$ cat config.mk
export PLATFORM = sky130hd
export DESIGN_NAME = rx_depacketing
export DESIGN_NICKNAME = d
export VERILOG_FILES = /design/src/rtl/doce_tl_pkg.sv /design/src/rtl/rx_depacketing_axis_out_reg.sv /design/src/rtl/rx_depacketing.sv
export SDC_FILE = /design/constraint.sdc
export NUM_CORES = 1
export LEC_CHECK = 0
export CAP_MARGIN = 40
export CORE_ASPECT_RATIO = 0.5
export CORE_MARGIN = 2
export CORE_UTILIZATION = 45
export CTS_CLUSTER_SIZE = 14
export DETAILED_ROUTE_END_ITERATION = 8
export PLACE_DENSITY = 0.86
export SETUP_SLACK_MARGIN = 0.02
export SLEW_MARGIN = 40
export SYNTH_ARGS = -nofsm -noshare
export SYNTH_HDL_FRONTEND = slang
export SYNTH_SLANG_ARGS = --single-unit
$ cat constraint.sdc
create_clock -name clock -period 5.35 [get_ports clock]
set_clock_uncertainty 0.05 [all_clocks]
set_input_delay 1.07 -clock clock [delete_from_list [all_inputs] [get_ports clock]]
set_output_delay 1.07 -clock clock [all_outputs]
set_load 0.01 [all_outputs]
$ cat src/rtl/doce_tl_pkg.sv
// Shared DoCE transport-layer definitions: one-beat header layout, AXIS widths
// and the depacketiser state encoding. The transmit packetizer uses the same package.
package doce_tl_pkg;

  localparam int unsigned AXIS_DATA_W = 128;
  localparam int unsigned AXIS_KEEP_W = 16;
  localparam int unsigned KEEP_CNT_W  = $clog2(AXIS_KEEP_W + 1);

  localparam int unsigned DST_LSB = 0;
  localparam int unsigned OPC_LSB = 8;
  localparam int unsigned OPC_W   = 8;
  localparam int unsigned LEN_LSB = 16;

  typedef enum logic [1:0] {
    IDLE = 2'd0,
    PASS = 2'd1,
    DROP = 2'd2
  } rx_state_e;

  function automatic logic [KEEP_CNT_W-1:0] keep_popcount(input logic [AXIS_KEEP_W-1:0] keep);
    logic [KEEP_CNT_W-1:0] cnt;
    cnt = '0;
    for (int unsigned i = 0; i < AXIS_KEEP_W; i++) begin
      cnt = cnt + KEEP_CNT_W'(keep[i]);
    end
    return cnt;
  endfunction

endpackage

$ cat src/rtl/rx_depacketing_axis_out_reg.sv
// Single-entry registered AXI-Stream stage; upstream ready passes through
// from the sink whenever the entry is occupied.
module axis_out_reg #(
  parameter int unsigned DATA_W = 128,
  parameter int unsigned KEEP_W = 16
) (
  input  logic              clk,
  input  logic              rst_n,
  input  logic              s_valid,
  output logic              s_ready,
  input  logic [DATA_W-1:0] s_data,
  input  logic [KEEP_W-1:0] s_keep,
  input  logic              s_last,
  input  logic              m_ready,
  output logic              m_valid,
  output logic [DATA_W-1:0] m_data,
  output logic [KEEP_W-1:0] m_keep,
  output logic              m_last
);

  logic              valid_q, valid_d;
  logic [DATA_W-1:0] data_q, data_d;
  logic [KEEP_W-1:0] keep_q, keep_d;
  logic              last_q, last_d;
  logic              load;

  always_comb begin
    s_ready = !valid_q || m_ready;
    load    = s_valid && s_ready;
    valid_d = valid_q;
    data_d  = data_q;
    keep_d  = keep_q;
    last_d  = last_q;
    if (load) begin
      valid_d = 1'b1;
      data_d  = s_data;
      keep_d  = s_keep;
      last_d  = s_last;
    end else if (m_ready) begin
      valid_d = 1'b0;
    end
  end

  always_ff @(posedge clk or negedge rst_n) begin
    if (!rst_n) begin
      valid_q <= 1'b0;
      data_q  <= '0;
      keep_q  <= '0;
      last_q  <= 1'b0;
    end else begin
      valid_q <= valid_d;
      data_q  <= data_d;
      keep_q  <= keep_d;
      last_q  <= last_d;
    end
  end

  assign m_valid = valid_q;
  assign m_data  = data_q;
  assign m_keep  = keep_q;
  assign m_last  = last_q;

endmodule

$ cat src/rtl/rx_depacketing.sv
// DoCE receive depacketiser: strips the one-beat header, drops foreign packets,
// forwards payload through axis_out_reg and flags length mismatches.
// Define RX_DROP_CNT_EN to add the io_drop_cnt dropped-packet counter.
module rx_depacketing
  import doce_tl_pkg::*;
#(
  parameter int unsigned NODE_ID_W = 8,
  parameter int unsigned LEN_W     = 16
) (
  input  logic                   clock,
  input  logic                   reset,
  input  logic [NODE_ID_W-1:0]   io_node_id,
  output logic                   io_axi_str_from_router_ready,
  input  logic                   io_axi_str_from_router_valid,
  input  logic [AXIS_DATA_W-1:0] io_axi_str_from_router_bits_tdata,
  input  logic [AXIS_KEEP_W-1:0] io_axi_str_from_router_bits_tkeep,
  input  logic                   io_axi_str_from_router_bits_tlast,
  input  logic                   io_axis_wr_to_fsm_ready,
  output logic                   io_axis_wr_to_fsm_valid,
  output logic [AXIS_DATA_W-1:0] io_axis_wr_to_fsm_bits_tdata,
  output logic [AXIS_KEEP_W-1:0] io_axis_wr_to_fsm_bits_tkeep,
  output logic                   io_axis_wr_to_fsm_bits_tlast,
  output logic [OPC_W-1:0]       io_rx_opcode,
  output logic                   io_len_err
`ifdef RX_DROP_CNT_EN
  ,
  output logic [31:0]            io_drop_cnt
`endif
);

  rx_state_e            state_q, state_d;
  logic [OPC_W-1:0]     opcode_q, opcode_d;
  logic [LEN_W-1:0]     len_q, len_d;
  logic [LEN_W-1:0]     cnt_q, cnt_d;
  logic                 len_err_q, len_err_d;
`ifdef RX_DROP_CNT_EN
  logic [31:0]          drop_cnt_q, drop_cnt_d;
`endif

  logic                 in_ready;
  logic                 in_hs;
  logic                 out_s_valid;
  logic                 out_s_ready;
  logic [NODE_ID_W-1:0] hdr_dst;
  logic [OPC_W-1:0]     hdr_opc;
  logic [LEN_W-1:0]     hdr_len;
  logic [LEN_W:0]       cnt_sum;

  assign hdr_dst = io_axi_str_from_router_bits_tdata[DST_LSB +: NODE_ID_W];
  assign hdr_opc = io_axi_str_from_router_bits_tdata[OPC_LSB +: OPC_W];
  assign hdr_len = io_axi_str_from_router_bits_tdata[LEN_LSB +: LEN_W];

  // Ready is forced low while reset is held so every output reads 0 in reset.
  always_comb begin
    unique case (state_q)
      PASS:    in_ready = out_s_ready;
      default: in_ready = 1'b1;
    endcase
    in_ready    = in_ready && reset;
    in_hs       = io_axi_str_from_router_valid && in_ready;
    out_s_valid = io_axi_str_from_router_valid && (state_q == PASS);
    cnt_sum     = {1'b0, cnt_q}
                + (LEN_W+1)'(keep_popcount(io_axi_str_from_router_bits_tkeep));
  end

  always_comb begin
    state_d   = state_q;
    opcode_d  = opcode_q;
    len_d     = len_q;
    cnt_d     = cnt_q;
    len_err_d = 1'b0;
`ifdef RX_DROP_CNT_EN
    drop_cnt_d = drop_cnt_q;
`endif
    unique case (state_q)
      IDLE: begin
        if (in_hs) begin
          if (io_axi_str_from_router_bits_tlast) begin
`ifdef RX_DROP_CNT_EN
            drop_cnt_d = drop_cnt_q + 32'd1;
`endif
          end else if (hdr_dst != io_node_id) begin
            state_d = DROP;
`ifdef RX_DROP_CNT_EN
            drop_cnt_d = drop_cnt_q + 32'd1;
`endif
          end else begin
            opcode_d = hdr_opc;
            len_d    = hdr_len;
            cnt_d    = '0;
            state_d  = PASS;
          end
        end
      end
      PASS: begin
        if (in_hs) begin
          cnt_d = cnt_sum[LEN_W] ? '1 : cnt_sum[LEN_W-1:0];
          if (io_axi_str_from_router_bits_tlast) begin
            len_err_d = (cnt_d != len_q);
            state_d   = IDLE;
          end
        end
      end
      DROP: begin
        if (in_hs && io_axi_str_from_router_bits_tlast) begin
          state_d = IDLE;
        end
      end
      default: state_d = IDLE;
    endcase
  end

  always_ff @(posedge clock or negedge reset) begin
    if (!reset) begin
      state_q   <= IDLE;
      opcode_q  <= '0;
      len_q     <= '0;
      cnt_q     <= '0;
      len_err_q <= 1'b0;
`ifdef RX_DROP_CNT_EN
      drop_cnt_q <= '0;
`endif
    end else begin
      state_q   <= state_d;
      opcode_q  <= opcode_d;
      len_q     <= len_d;
      cnt_q     <= cnt_d;
      len_err_q <= len_err_d;
`ifdef RX_DROP_CNT_EN
      drop_cnt_q <= drop_cnt_d;
`endif
    end
  end

  axis_out_reg #(
    .DATA_W (AXIS_DATA_W),
    .KEEP_W (AXIS_KEEP_W)
  ) u_out_reg (
    .clk     (clock),
    .rst_n   (reset),
    .s_valid (out_s_valid),
    .s_ready (out_s_ready),
    .s_data  (io_axi_str_from_router_bits_tdata),
    .s_keep  (io_axi_str_from_router_bits_tkeep),
    .s_last  (io_axi_str_from_router_bits_tlast),
    .m_ready (io_axis_wr_to_fsm_ready),
    .m_valid (io_axis_wr_to_fsm_valid),
    .m_data  (io_axis_wr_to_fsm_bits_tdata),
    .m_keep  (io_axis_wr_to_fsm_bits_tkeep),
    .m_last  (io_axis_wr_to_fsm_bits_tlast)
  );

  assign io_axi_str_from_router_ready = in_ready;
  assign io_rx_opcode                 = opcode_q;
  assign io_len_err                   = len_err_q;
`ifdef RX_DROP_CNT_EN
  assign io_drop_cnt                  = drop_cnt_q;
`endif

endmodule

# ---- After elaboration in Yosys (flattened, before gate mapping)
# Cells that the tools add are included.
dict set report totals {
  word_cells 69
  latch_bits 0
  memories 0
  inputBits 157
  mem_bits_rw 0
  output_inout_bits 156
  ff_bits 189
  rom_bits 0
}
dict set report op_classes {
  n_mux 19
  mul 0
  n_addsub 16
  n_eq_ne 10
  shift 0
  n_reduce_logical 13
  magnitude_cmp 0
  div 0
  bitwise_logic 2
}
# operator count
set op_table {}
lappend op_table {{16-bit 2-to-1 mux} 5}
lappend op_table {{5-bit by 1-bit adder with 5-bit output} 11}
lappend op_table {{16-bit case mux with 2 select lines} 1}
lappend op_table {{16-bit by 5-bit adder with 17-bit output} 1}
lappend op_table {{16-bit inequality test} 1}
lappend op_table {{2-bit 2-to-1 mux} 6}
lappend op_table {{2-bit inequality test, second input constant} 6}
lappend op_table {{5-bit AND reduction} 2}
lappend op_table {{8-bit inequality test} 1}
lappend op_table {{1-bit 2-to-1 mux} 6}
lappend op_table {{2-bit case mux with 3 select lines} 1}
lappend op_table {{4-bit by 1-bit adder with 5-bit output} 1}
lappend op_table {{1-bit logical AND} 5}
lappend op_table {{3-bit by 1-bit adder with 4-bit output} 1}
lappend op_table {{4-bit AND reduction} 1}
lappend op_table {{2-bit nonzero test} 2}
lappend op_table {{2-bit by 1-bit adder with 3-bit output} 1}
lappend op_table {{1-bit by 1-bit adder with 2-bit output} 1}
lappend op_table {{2-bit by 1-bit == test with 1-bit output, second input constant} 1}
lappend op_table {{2-bit == test, second input constant} 1}
lappend op_table {{2-bit logical NOT} 1}
lappend op_table {{1-bit NOT} 2}
lappend op_table {{1-bit logical NOT} 1}
lappend op_table {{1-bit logical OR} 1}

# ---- Longest topological paths before layout
dict set report depth {
  depth_word 21
  mapped_depth 18
  ltp_nobuf 17
}

# ---- Modules after synthesis
# From an unflattened synthesis, not the netlist that was laid out.
dict set report unflattened {
  hier_cells 656
  area_unflattened_um2 8821.0
}
# module instances cells_each area_per_inst_um2
set modules_own_cells {}
lappend modules_own_cells {axis_out_reg 1 309 5617.9}
lappend modules_own_cells {rx_depacketing 1 347 3203.1}

# ---- Least setup slack after synthesis
# OpenSTA, ideal clock, no wires.
dict set report synth_timing {
  path_type {input to register}
  startpoint {in io_axi_str_from_router_bits_tkeep[0]}
  endpoint {reg len_err_q, in the netlist io_len_err}
  setup_time_ns 0.126
  required_ns 5.174
  stages 16
  arrival_time_ns 5.528
  slack_ns -0.354
  cell_sequence {fa_1 inv_1 fa_1 fa_1 fa_1 fa_1 inv_1 fa_1 a211oi_4 o21bai_2 and3_4 or4b_1 a31oi_1 o22ai_1 a21o_1 o311a_1}
}
dict set report synth_via {
  elab_chain_len 21
}
# element line_no
set synth_lines {}
lappend synth_lines {{from (decl)} rx_depacketing.sv:16} ;# input logic [AXIS_KEEP_W-1:0] io_axi_str_from_router_bits_tkeep,
lappend synth_lines {{1-bit by 1-bit adder with 2-bit output} doce_tl_pkg.sv:24} ;# cnt = cnt + KEEP_CNT_W'(keep[i]);
lappend synth_lines {{2-bit by 1-bit adder with 3-bit output} doce_tl_pkg.sv:24}
lappend synth_lines {{3-bit by 1-bit adder with 4-bit output} doce_tl_pkg.sv:24}
lappend synth_lines {{4-bit by 1-bit adder with 5-bit output} doce_tl_pkg.sv:24}
lappend synth_lines {{5-bit by 1-bit adder with 5-bit output (11 in a row)} doce_tl_pkg.sv:24}
lappend synth_lines {{16-bit by 5-bit adder with 17-bit output} rx_depacketing.sv:63} ;# + (LEN_W+1)'(keep_popcount(io_axi_str_from_router_bits_tkeep));
lappend synth_lines {{16-bit 2-to-1 mux} rx_depacketing.sv:97} ;# cnt_d = cnt_sum[LEN_W] ? '1 : cnt_sum[LEN_W-1:0];
lappend synth_lines {{16-bit inequality test} rx_depacketing.sv:99} ;# len_err_d = (cnt_d != len_q);
lappend synth_lines {{1-bit 2-to-1 mux} rx_depacketing.sv:98} ;# if (io_axi_str_from_router_bits_tlast) begin
lappend synth_lines {{1-bit 2-to-1 mux} rx_depacketing.sv:96} ;# if (in_hs) begin
lappend synth_lines {{1-bit 2-to-1 mux} rx_depacketing.sv:75} ;# unique case (state_q)
lappend synth_lines {{via len_err_d} rx_depacketing.sv:35} ;# logic len_err_q, len_err_d;
lappend synth_lines {{to (signal assigned)} rx_depacketing.sv:128} ;# len_err_q <= len_err_d;
lappend synth_lines {{to (decl)} rx_depacketing.sv:35}
# The timed path passes the listed nets, and every way through them passes these cells.
# A chain may end at the register's enable or synchronous reset.

# ---- Worst setup path in the final report
dict set report layout_timing {
  startpoint {in io_axi_str_from_router_bits_tkeep[15]}
  endpoint {reg len_err_q, in the netlist io_len_err}
}
dict set report layout_via {
  elab_chain_len 7
}
# element line_no
set layout_lines {}
lappend layout_lines {{5-bit by 1-bit adder with 5-bit output} doce_tl_pkg.sv:24}
lappend layout_lines {{16-bit by 5-bit adder with 17-bit output} rx_depacketing.sv:63}
lappend layout_lines {{16-bit 2-to-1 mux} rx_depacketing.sv:97}
lappend layout_lines {{16-bit inequality test} rx_depacketing.sv:99}
lappend layout_lines {{1-bit 2-to-1 mux} rx_depacketing.sv:98}
lappend layout_lines {{1-bit 2-to-1 mux} rx_depacketing.sv:96}
lappend layout_lines {{1-bit 2-to-1 mux} rx_depacketing.sv:75}
lappend layout_lines {{via len_err_d} rx_depacketing.sv:35}
# The timed path passes the listed nets, and every way through them passes these cells.

==> results.toml <==
[status]
outcome = "finished with violations"
violations = "setup timing"

[yosys]
synth_cell_types = 51
syn_inst = 621
syn_area_um2 = 8380
seq_area_frac_synth_pct = 56.5
synth-edff-count = 0
postSynthAreaPerCell_um2 = 13.5
synth_ff_type = "dfrtp_1"
yosys_warnings = 0
ys_async_sr_fraction_pct = 100
synth_nets = 798
synth_seq_cells = 189

[timing]
slew_viol_final = 0
max_freq_mhz = 184
tightest_slew_ns = 0.693
setup_ws_ns = -0.0957
finalCritPeriodShare_pct = 102
fin_crit_ns = 5.45
final_hold_viol_count = 0
whs_ns = 0.435
rsz0062_at_grt = "true"
setup_viol = 1
slew_headroom_pct = 53.8

[job]
cap_violations = 0

[layout]
fin_nets = 1148
fin_util_pct = 69.7
layout-drive-gt1-share_pct = 27.9
diodes = 0
fin_area_um2 = 12800
final_cell_mix = "clkdlybuf4s50_1, dfrtp_1, mux2_2"
final_common_cell = "clkdlybuf4s50_1"
areaGrowthSynthToFinish_pct = 52.3

[setup_path]
critical_path_class = "in -> reg"
critical_path.max_stage_delay_ns = 0.55
critPathRequiredTime_ns = 5.62
cp_common_cell = "fa_1"
worstPathCellList = "buf_6 -> fa_1 -> inv_2 -> fa_1 -> fa_1 -> fa_1 -> fa_2 -> inv_2 -> fa_2 -> a211oi_4 -> o21bai_4 -> and3_4 -> buf_4 -> buf_4 -> nor3_1 -> a21o_1 -> nand3_1 -> a21o_1 -> o311a_1"
arrival_ns = 5.71
path_max_fanout = 10
cp_slowest_cell = "fa_1"
cp-end-kind = "flip-flop"
cp-start-kind = "primary input"

[drt]
drt_wl_total_um = 23200
antenna_left = 0
wl_per_cell_um = 19.0
via_count = 6420
route.detailed.drc = 0
firstDrtPassIters = 5
via_per_inst = 5.25
drtIter0Drc = 320

[clocking]
cts_tree = "done"
clkTransAtPathRegs_ns = 0.08
clockBufferDepth = 2
htree_levels = 4
cts.sinks = 189
clock_latency_ns = 0.43
cts_buffers = 17
cts-root-buf = "clkbuf_16"

[floorplanning]
num_rows = 35
dieWidth_um = 197
initial_utilization_pct = 45.8
core_um2 = 18300
fp.dieArea_um2 = 19800
chipHeight_um = 100
num_io_pins = 313

[place]
gp_congestion = 0.895
port_buffers = 312
dpl.hpwl_um = 17300
post_dp_cell_area_um2 = 12000

[pwr]
power_frac_clock_pct = 39.3
p_sw_mw = 0.923
switching_share_pct = 27.5
intPower_mw = 2.43
comb_power_share_pct = 17.5
seqPwrFrac_pct = 43.2
p_leak_nw = 6.00
ir_drop_mv = 0.275
p_per_area_nw_per_um2 = 263

[global_route]
antenna_found_initial = 0
grt_usage_pct = 23.7
grt_pass1_vias = 6895
grt_overflow = 0
grt_max_degree = 69
grt_pass1_wl_um = 36300

[worst_hold_path]
min_path_type = "reg -> reg"
-- metrics by stage --
step           TNS (ns)  std cells  setup WS [ns]  total power [mW]
5_1_grt          -0.257       1224         -0.257              3.49
6_report        -0.0957       1224        -0.0957              3.36
3_5_place_dp      -2.87       1185         -0.919              2.04
4_1_cts          -0.124       1223         -0.124              3.37
3_3_place_gp      -2.05       1183         -0.862              2.01
2_1_floorplan    -0.209        621         -0.209              1.73
-- layer usage --
layer  up-vias  wire, um  track usage (%)
met2       208     12300             42.6
met5         -         0                0
met1      3270      9180             28.6
met3        42      1160             5.09
li1       2900         -                -
met4         0       562             8.79
-- worst paths after layout --
kind / start / end / slack (ns) / cells after the start
worst max register to register: cnt_q[0] / io_len_err / 0.72 / 17
worst max-delay path: io_axi_str_from_router_bits_tkeep[15] / io_len_err / -0.1 / 19
min in group asynchronous: reset / u_out_reg.m_data[25] / 0.55 / 1
max in group asynchronous: reset / u_out_reg.m_data[123] / 3.71 / 2
worst min register to register: cnt_q[1] / cnt_q[1] / 0.43 / 2
worst min-delay path: cnt_q[1] / cnt_q[1] / 0.43 / 2
-- cell type report --
cell class                      instances  area, um^2
Fill cell                            1263        5550
Sequential cell                       189        4730
Inverter                               29         109
Tap cell                              240         300
Clock buffer                           17         425
Timing Repair Buffer                  355        3490
Multi-Input combinational cell        379        3500
Clock inverter                         15         199
-- sequential cells by signal, indices dropped and copies added, names as in the netlist --
register	flops
cnt_q	16
io_len_err	1
io_rx_opcode	8
len_q	16
state_q	2
u_out_reg.m_data	128
u_out_reg.m_keep	16
u_out_reg.m_last	1
u_out_reg.m_valid	1
-- worst max-delay path: cells and delay by family --
| family | cells | cell delay [ns] |
|---|---|---|
| fa+ha+maj | 6 | 2.63 |
| buf+inv | 5 | 0.48 |
| simple gates | 3 | 0.51 |
| compound gates | 5 | 1.02 |
-- cells by family after synthesis --
family	after synthesis	share of synthesized area, %
flip-flops	189	56.5
multiplexers	173	23.2
AND/OR/NAND/NOR	93	5.63
adder cells (fa/ha/maj)	20	4.06
AO/OA/AOI/OAI	70	5.74
buffers and inverters	53	2.49
XOR/XNOR	23	2.41
-- synth_stat cells, types with 12 or more instances --
master    instances  area (um^2)
a21oi_1          15         75.1
nand2_1          21         78.8
clkbuf_1         16         60.1
nor2_1           24         90.1
mux2_2          169         1900
fa_1             12          240
o21ai_0          14         70.1
inv_1            29          109
xor2_1           20          175
dfrtp_1         189         4730
nand3_1          14         70.1
-- repair_timing --
item                       in CTS  in global routing
setup endpoints to repair       1                  1
gates resized for setup        50                  4
pin swaps                      17                  9
setup buffers                   6                  1
hold buffers                    0                  0
hold endpoints to repair        0                  0
-- power groups by stage --
stage                     sequential [mW]  combinational, mW  clock [mW]
after floorplan                      1.48              0.253           0
after global placement               1.48              0.535           0
after detailed placement             1.48              0.559           0
after CTS                            1.45              0.581        1.34
after global routing                 1.45              0.636        1.41
final                                1.45              0.588        1.32
No activity file was read; power rests on OpenSTA's default activity.
